==> config.mk <==
export PLATFORM = sky130hd
export DESIGN_NAME = pipe_trace_buf
export DESIGN_NICKNAME = d
export VERILOG_FILES = /design/src/rtl/mips32_trace_pkg.sv /design/src/rtl/pipe_trace_fifo_mem.sv /design/src/rtl/pipe_trace_buf.sv
export SDC_FILE = /design/constraint.sdc
export NUM_CORES = 1
export LEC_CHECK = 0
export ABC_AREA = 1
export CORE_ASPECT_RATIO = 0.7
export CORE_UTILIZATION = 35
export CTS_CLUSTER_SIZE = 14
export DETAILED_ROUTE_END_ITERATION = 10
export PLACE_DENSITY = 0.54
export SYNTH_ARGS = -nofsm -noshare
export SYNTH_HDL_FRONTEND = slang
export SYNTH_SLANG_ARGS = --single-unit
==> constraint.sdc <==
create_clock -name clk -period 12 [get_ports clk]
set_input_delay 3 -clock clk [delete_from_list [all_inputs] [get_ports clk]]
set_output_delay 3 -clock clk [all_outputs]
set_load 0.02 [all_outputs]
==> src/rtl/mips32_trace_pkg.sv <==
`default_nettype none
// ============================================================================
// Package     : mips32_trace_pkg
// Description : Field widths and record type for the mips_32 retire trace.
// Revision    : 1.0 - initial release
// ============================================================================
package mips32_trace_pkg;

    localparam int TR_PC_W   = 32;
    localparam int TR_REG_W  = 5;
    localparam int TR_DATA_W = 32;
    localparam int TR_REC_W  = TR_PC_W + TR_REG_W + TR_DATA_W;

    // One retired write-back: pc, destination register, written value.
    // The register field is named rd because 'reg' is a reserved word.
    typedef struct packed {
        logic [TR_PC_W-1:0]   pc;
        logic [TR_REG_W-1:0]  rd;
        logic [TR_DATA_W-1:0] data;
    } trace_rec_t;

endpackage : mips32_trace_pkg
`default_nettype wire

==> src/rtl/pipe_trace_fifo_mem.sv <==
`default_nettype none
// ============================================================================
// Module      : pipe_trace_fifo_mem
// Description : DEPTH x trace record register array, one synchronous write
//               port and one asynchronous read port.
// Revision    : 1.0 - initial release
// ============================================================================
module pipe_trace_fifo_mem
    import mips32_trace_pkg::*;
#(
    parameter int DEPTH = 16,
    parameter int PTR_W = $clog2(DEPTH)
) (
    input  logic             clk,
    input  logic             i_we,
    input  logic [PTR_W-1:0] i_waddr,
    input  trace_rec_t       i_wdata,
    input  logic [PTR_W-1:0] i_raddr,
    output trace_rec_t       o_rdata
);

    trace_rec_t r_mem [DEPTH];

    // Storage write; contents need no reset since level gates their visibility.
    always_ff @(posedge clk) begin
        if (i_we) begin
            r_mem[i_waddr] <= i_wdata;
        end
    end

    assign o_rdata = r_mem[i_raddr];

endmodule : pipe_trace_fifo_mem
`default_nettype wire

==> src/rtl/pipe_trace_buf.sv <==
`default_nettype none
// ============================================================================
// Module      : pipe_trace_buf
// Description : Retire-trace FIFO for mips_32. Captures MEM/WB write-back
//               records and streams them out over valid/ready (FWFT).
//               Optional build macro TRACE_SKIP_R0_EN drops writes to $zero
//               before they reach the FIFO.
// Revision    : 1.0 - initial release
// ============================================================================
module pipe_trace_buf
    import mips32_trace_pkg::*;
#(
    parameter int DEPTH = 16,
    parameter int CNT_W = 16
) (
    input  logic                     clk,
    input  logic                     reset,
    input  logic                     trace_en,
    input  logic                     trace_clr,
    input  logic                     wb_valid,
    input  logic [TR_PC_W-1:0]       wb_pc,
    input  logic [TR_REG_W-1:0]      wb_reg,
    input  logic [TR_DATA_W-1:0]     wb_data,
    output logic                     tr_valid,
    input  logic                     tr_ready,
    output logic [TR_PC_W-1:0]       tr_pc,
    output logic [TR_REG_W-1:0]      tr_reg,
    output logic [TR_DATA_W-1:0]     tr_data,
    output logic [$clog2(DEPTH):0]   tr_level,
    output logic [CNT_W-1:0]         tr_drop_cnt
);

    localparam int PTR_W = $clog2(DEPTH);
    localparam int LVL_W = PTR_W + 1;

    logic [PTR_W-1:0] r_wr_ptr;
    logic [PTR_W-1:0] r_rd_ptr;
    logic [LVL_W-1:0] r_level;
    logic [CNT_W-1:0] r_drop_cnt;
    trace_rec_t       r_hold;

    logic       w_filter_ok;
    logic       w_push;
    logic       w_pop;
    logic       w_empty;
    logic       w_full;
    logic       w_wr_en;
    logic       w_drop;
    trace_rec_t w_wr_rec;
    trace_rec_t w_rd_rec;
    trace_rec_t w_head;

`ifdef TRACE_SKIP_R0_EN
    assign w_filter_ok = (wb_reg != '0);
`else
    assign w_filter_ok = 1'b1;
`endif

    assign w_empty = (r_level == '0);
    assign w_full  = (r_level == LVL_W'(DEPTH));
    assign w_push  = trace_en & wb_valid & w_filter_ok;
    // Clear overrides both sides of the FIFO in the same cycle.
    assign w_pop   = ~w_empty & tr_ready & ~trace_clr;
    // A full FIFO still accepts when the head leaves in the same cycle.
    assign w_wr_en = w_push & ~trace_clr & (~w_full | w_pop);
    assign w_drop  = w_push & ~trace_clr & w_full & ~w_pop;

    assign w_wr_rec = '{pc: wb_pc, rd: wb_reg, data: wb_data};

    pipe_trace_fifo_mem #(
        .DEPTH (DEPTH),
        .PTR_W (PTR_W)
    ) u_mem (
        .clk     (clk),
        .i_we    (w_wr_en),
        .i_waddr (r_wr_ptr),
        .i_wdata (w_wr_rec),
        .i_raddr (r_rd_ptr),
        .o_rdata (w_rd_rec)
    );

    // Pointer and occupancy bookkeeping; pointers wrap naturally at DEPTH.
    always_ff @(posedge clk or posedge reset) begin
        if (reset) begin
            r_wr_ptr <= '0;
            r_rd_ptr <= '0;
            r_level  <= '0;
        end else if (trace_clr) begin
            r_wr_ptr <= '0;
            r_rd_ptr <= '0;
            r_level  <= '0;
        end else begin
            if (w_wr_en) begin
                r_wr_ptr <= r_wr_ptr + PTR_W'(1);
            end
            if (w_pop) begin
                r_rd_ptr <= r_rd_ptr + PTR_W'(1);
            end
            if (w_wr_en && !w_pop) begin
                r_level <= r_level + LVL_W'(1);
            end else if (!w_wr_en && w_pop) begin
                r_level <= r_level - LVL_W'(1);
            end
        end
    end

    // Saturating count of records lost to a full FIFO.
    always_ff @(posedge clk or posedge reset) begin
        if (reset) begin
            r_drop_cnt <= '0;
        end else if (trace_clr) begin
            r_drop_cnt <= '0;
        end else if (w_drop && (r_drop_cnt != '1)) begin
            r_drop_cnt <= r_drop_cnt + CNT_W'(1);
        end
    end

    // Remember the payload on display so it stays put once the FIFO empties.
    always_ff @(posedge clk or posedge reset) begin
        if (reset) begin
            r_hold <= '0;
        end else begin
            r_hold <= w_head;
        end
    end

    assign w_head      = w_empty ? r_hold : w_rd_rec;
    assign tr_valid    = ~w_empty;
    assign tr_pc       = w_head.pc;
    assign tr_reg      = w_head.rd;
    assign tr_data     = w_head.data;
    assign tr_level    = r_level;
    assign tr_drop_cnt = r_drop_cnt;

endmodule : pipe_trace_buf
`default_nettype wire
## After elaboration in Yosys (flattened, before gate mapping)

Memory sizes are Yosys's and may differ from the RTL's.
Cells that the tools add are included.

| word-level totals | value |
|---|---|
| input bits | 75 |
| memories | 1 |
| latch bits | 0 |
| output and inout bits | 91 |
| bits in writable memories | 1104 |
| bits in read-only memories | 0 |
| word-level logic and storage cells | 49 |
| flip-flop bits (word level) | 98 |

Memory list:

| memory | words | bits a word | rd ports | clocked after Yosys merged registers in | wr ports | line | RTL |
|---|---|---|---|---|---|---|---|
| u_mem.r_mem | 16 | 69 | 1 | 0 | 1 | pipe_trace_fifo_mem.sv:22 | `trace_rec_t r_mem [DEPTH];` |

| operators by class | value |
|---|---|
| equal/unequal tests | 2 |
| reduce and logical (&&, ||, !) cells | 10 |
| magnitude comparators | 0 |
| shift operators | 0 |
| divide/modulo/power cells | 0 |
| multiplexer cells | 12 |
| add/sub/neg operators | 5 |
| bitwise operators | 12 |
| $mul | 0 |

Operators by type and width:

| operator | count |
|---|---|
| 2-to-1 mux 69 bit | 1 |
| 2-to-1 mux 16 bit | 2 |
| adder 16 x 1 -> 16 bit, second input constant | 1 |
| 2-to-1 mux 4 bit | 4 |
| != test 16 bit, second input constant | 1 |
| 2-to-1 mux 5 bit | 3 |
| adder 4 x 1 -> 4 bit, second input constant | 2 |
| bitwise AND 1 bit | 7 |
| nonzero test 2 bit | 3 |
| adder 5 x 1 -> 5 bit, second input constant | 1 |
| == test 5 bit, second input constant | 1 |
| zero test 5 bit | 1 |
| subtractor 5 x 1 -> 5 bit, second input constant | 1 |
| NOT 1 bit | 4 |
| logical AND 1 bit | 3 |
| nonzero test 3 bit | 1 |
| zero test 1 bit | 2 |
| 2-to-1 mux 1 bit | 2 |
| bitwise OR 1 bit | 1 |

## Logic depth before layout (Yosys ltp)

| logic depth | value |
|---|---|
| depth after elaboration | 11 |
| depth in mapped cells | 15 |
| gate-level depth less buffers | 14 |

## Modules after synthesis

Synthesis repeated with hierarchy kept, for this count alone.

| unflattened totals | value |
|---|---|
| cell total of the unflattened synthesis | 4867 |
| area, all modules | 51689.6 um^2 |

Modules (own cells, without submodules):

| module | times used | area an instance (um^2) | cells each | seq. area each (um^2) |
|---|---|---|---|---|
| pipe_trace_fifo_mem | 1 | 47287.9 | 4469 | 33151.8 |
| pipe_trace_buf | 1 | 4401.7 | 398 | 2452.4 |

## Worst setup path after synthesis

Ideal clock, no wire load.

| timing | value |
|---|---|
| path kind | input port to flip-flop |
| from | input trace_clr |
| to | memory u_mem.r_mem[0][0] in the netlist's numbering (enable) |
| path slack | 2.946 ns |
| arrival time | 8.473 ns |
| data required time | 11.419 ns |
| stages | 7 |
| path buffers | 2 |
| library setup time | 0.581 ns |
| cell sequence | buf_2 inv_2 nand3_1 nand4_1 nand2_1 buf_2 nor3_1 |

| between the ends | value |
|---|---|
| word-level cells in the longest chain between the ends | 6 |
| elaborated cells between the ends (all ways) | 7 |
| those cells by class | mux (2); bitwise (5) |

Ends and longest elaborated chain:

| item | line | RTL |
|---|---|---|
| start: declaration | pipe_trace_buf.sv:19 | `input logic trace_clr,` |
| NOT 1 bit * | pipe_trace_buf.sv:63, pipe_trace_buf.sv:65 |  |
| bitwise AND 1 bit | pipe_trace_buf.sv:63 | `assign w_pop = ~w_empty & tr_ready & ~trace_clr;` |
| bitwise OR 1 bit | pipe_trace_buf.sv:65 | `assign w_wr_en = w_push & ~trace_clr & (~w_full \| w_pop);` |
| bitwise AND 1 bit * | pipe_trace_buf.sv:65 |  |
| 2-to-1 mux 1 bit * | pipe_trace_fifo_mem.sv:26 | `if (i_we) begin` |
| 2-to-1 mux 1 bit (implied by the code) * | pipe_trace_fifo_mem.sv:27 | `r_mem[i_waddr] <= i_wdata;` |
| end: declaration | pipe_trace_fifo_mem.sv:22 |  |

Every way passes the cells marked *; elsewhere a longest branch is shown, timed or not.

## Final worst setup path

| timing | value |
|---|---|
| from | register r_rd_ptr[0] |
| to | output tr_pc[6] |

| between the ends | value |
|---|---|
| word-level cells in the longest chain between the ends | 2 |

Ends and longest elaborated chain:

| item | line | RTL |
|---|---|---|
| start: declaration | pipe_trace_buf.sv:37 | `logic [PTR_W-1:0] r_rd_ptr;` |
| start signal: assignment | pipe_trace_buf.sv:97 | `r_rd_ptr <= r_rd_ptr + PTR_W'(1);` |
| memory (16 x 69 bit) | n/a |  |
| 2-to-1 mux 69 bit | pipe_trace_buf.sv:127 | `assign w_head = w_empty ? r_hold : w_rd_rec;` |
| end: declaration | pipe_trace_buf.sv:26 | `output logic [TR_PC_W-1:0] tr_pc,` |

No other way between the ends.

==> impl_metrics.env <==
export IMPL_status="completed"
export IMPL_hold_depth=2
export IMPL_synthArstFlopShare=0.08153
export IMPL_yosysTopAreaCell="edfxtp_1"
export IMPL_dp_final_hpwl_um=62390
export IMPL_syn_area_per_cell_sq_um=12.24
export IMPL_wl_um=132100
export IMPL_postCtsSetupBuffers=0
export IMPL_viasPerCell=5.062
export IMPL_start_kind="flop"
export IMPL_worstSkewPairLatency_ns=0.73
export IMPL_ys_ff_latch=1202
export IMPL_clk_path_buf_depth=3
export IMPL_rsz0062_at_grt="false"
export IMPL_powerDensity_nw_per_um2=207.0
export IMPL_worstHoldPathType="reg -> reg"
export IMPL_worstSetupPathType="reg -> out"
export IMPL_portBuffers=165
export IMPL_nets=4088
export IMPL_arrival_ns=5.24
export IMPL_pre_cts_slack_ns=4.469
export IMPL_clkTransAtPathRegs_ns=0.06
export IMPL_ctsResizeCount=0
export IMPL_drtAntennaViolNets=0
export IMPL_fin_setup_tns_ns=0
export IMPL_layout_drive_gt1_share=0.05879
export IMPL_grt_pass1_vias=28490
export IMPL_crit_fanout=225
export IMPL_start_util=0.3524
export IMPL_min_period_over_period=0.6865
export IMPL_die_x_um=443.6
export IMPL_sequentialPowerShare=0.426
export IMPL_netlist_instances=3903
export IMPL_core_area_sq_um=135600
export IMPL_remaining_drc_errors=0
export IMPL_pin_count=166
export IMPL_maxClockFrequency_mhz=121.4
export IMPL_cts_htree_levels=3
export IMPL_synthFlopType="edfxtp_1"
export IMPL_fin_skew_ns=0.02434
export IMPL_end_kind="output port"
export IMPL_cts_root_buffer="clkbuf_16"
export IMPL_nFillCells=12690
export IMPL_synthTopCellsByArea="edfxtp_1 69%, nand2_1 8.8%, dfrtp_1 5.1%"
export IMPL_power_switching_uw=3664
export IMPL_synth_top_area_frac=0.6938
export IMPL_synth_most_common_cell="nand2_1"
export IMPL_cts_tree="built"
export IMPL_rows=113
export IMPL_maxSlewViolCount=0
export IMPL_synth_area_sq_um=47790
export IMPL_worstMarginPinSlew_ns=1.316
export IMPL_period_needed_ns=8.238
export IMPL_setup_viol=0
export IMPL_hold_violations=0
export IMPL_combPwrFrac=0.255
export IMPL_dr_pass1_iters=5
export IMPL_antenna_found_initial=9
export IMPL_ys_warn_count=0
export IMPL_grt_pass1_wl_um=195100
export IMPL_ys_seq_area_frac=0.7451
export IMPL_gr_total_overflow=0
export IMPL_layout_setup_ws_ns=3.762
export IMPL_drt_iter0_drc=2749
export IMPL_chipHeight_um=311.1
export IMPL_slew_headroom=0.1228
export IMPL_die_area_sq_um=138000
export IMPL_p_clk_frac=0.319
export IMPL_cts_sinks=1202
export IMPL_synthTopCellsByCount="1126 x nand2_1, 1104 x edfxtp_1, 308 x nand3_1, 236 x nor2_1, 211 x a21oi_1"
export IMPL_grt_max_degree=226
export IMPL_gp_congestion=0.7498
export IMPL_postCtsHoldBufs=0
export IMPL_worst_r2r_cell_count=8
export IMPL_numCtsBuffers=112
export IMPL_cp_required_ns=9.00
export IMPL_p_int_uw=7686
export IMPL_grt_total_usage=0.1885
export IMPL_vias=29790
export IMPL_vdd_drop_max_v=0.0001825
export IMPL_synth_fp_nets=3989
export IMPL_switching_share=0.3228
export IMPL_syn_to_final_growth_pct=14.73
export IMPL_hold_slack_ns=0.4735
export IMPL_drv_cap=0
export IMPL_final_util=0.4043
export IMPL_wire_per_inst_um=22.46
export IMPL_ys_types=28
export IMPL_p_leak_uw=0.01978
export IMPL_synth_edff_count=1104
-- cells in the final DEF (no fill, tap or decap), types with 96 or more instances in the layout --
cell type        instances
a21oi_1                211
clkbuf_16              113
clkdlybuf4s50_1        165
dfrtp_1                 96
edfxtp_1              1104
inv_1                   98
nand2_1               1125
nand3_1                307
nor2_1                 236
o21ai_0                209
-- flip-flops by register name (all words and copies together) (netlist names) --
signal and flops:
u_mem.r_mem 1104, r_hold 69, tr_drop_cnt 16, tr_level 5, r_rd_ptr 4, r_wr_ptr 4
-- stage by stage --
stage	power, uW	cells	cell area, sq um
after floorplan	6618	3903	47790
after global placement	7859	5670	51160
after detailed placement	7868	5670	51160
after CTS	11480	5881	54820
after global routing	11900	5882	54820
final	11350	5884	54820
-- final timing paths --
kind / to / slack, ns / start
worst min register to register: r_hold[63] / 0.47 / r_hold[63]
max in group asynchronous: r_hold[4] / 7.96 / reset
min in group asynchronous: r_hold[48] / 2.71 / reset
worst max-delay path: tr_pc[6] / 3.76 / r_rd_ptr[0]
worst min-delay path: r_hold[63] / 0.47 / r_hold[63]
worst max register to register: u_mem.r_mem[6][25] / 6.72 / tr_level[4]
-- metal layers --
metal	part of all wire	up-vias	GRT usage
li1	-	13990	-
met1	0.47	14830	0.2770
met2	0.46	783	0.2914
met3	0.058	165	0.03483
met4	0.018	14	0.03806
met5	0.00064	-	0
-- logic make-up after synthesis --
kind of cell             count (synthesis)  share of synthesized area
AO/OA/AOI/OAI                          637                    0.07575
XOR/XNOR                                13                   0.002383
adder cells (fa/ha/maj)                 11                   0.003037
buffers and inverters                  341                    0.03108
flip-flops                            1202                     0.7451
AND/OR/NAND/NOR                       1699                     0.1427
-- critical path, cell delays in order (launching register included) --
cell,delay [ns]
dfrtp_4,1.04
buf_12,0.74
buf_4,0.88
nand2_1,0.11
inv_1,0.09
a21oi_1,0.04
o21ai_0,0.23
nor2_1,0.06
nand2_1,0.06
nand3_1,0.23
nand2_1,0.18
clkdlybuf4s50_1,0.62
-- power groups by stage --
stage	clock network (uW)	logic, uW	registers (uW)
finish	3620	2900	4840
global route	3840	3200	4850
CTS	3690	2950	4840
detailed placement	0	2940	4930
global placement	0	2930	4920
floorplan	0	1740	4870
-- area by class of cell --
cell class                      count  area, sq um  share of cell area
Antenna cell                        3        7.507           0.0001369
Clock buffer                      150         3007             0.05484
Clock inverter                     61        650.6             0.01187
Inverter                          106        430.4            0.007851
Multi-Input combinational cell   2360        10800              0.1969
Sequential cell                  1202        35610              0.6496
Tap cell                         1782         2230             0.04067
Timing Repair Buffer              220         2090             0.03811
Note: power is estimated with default switching activity, not from simulation.
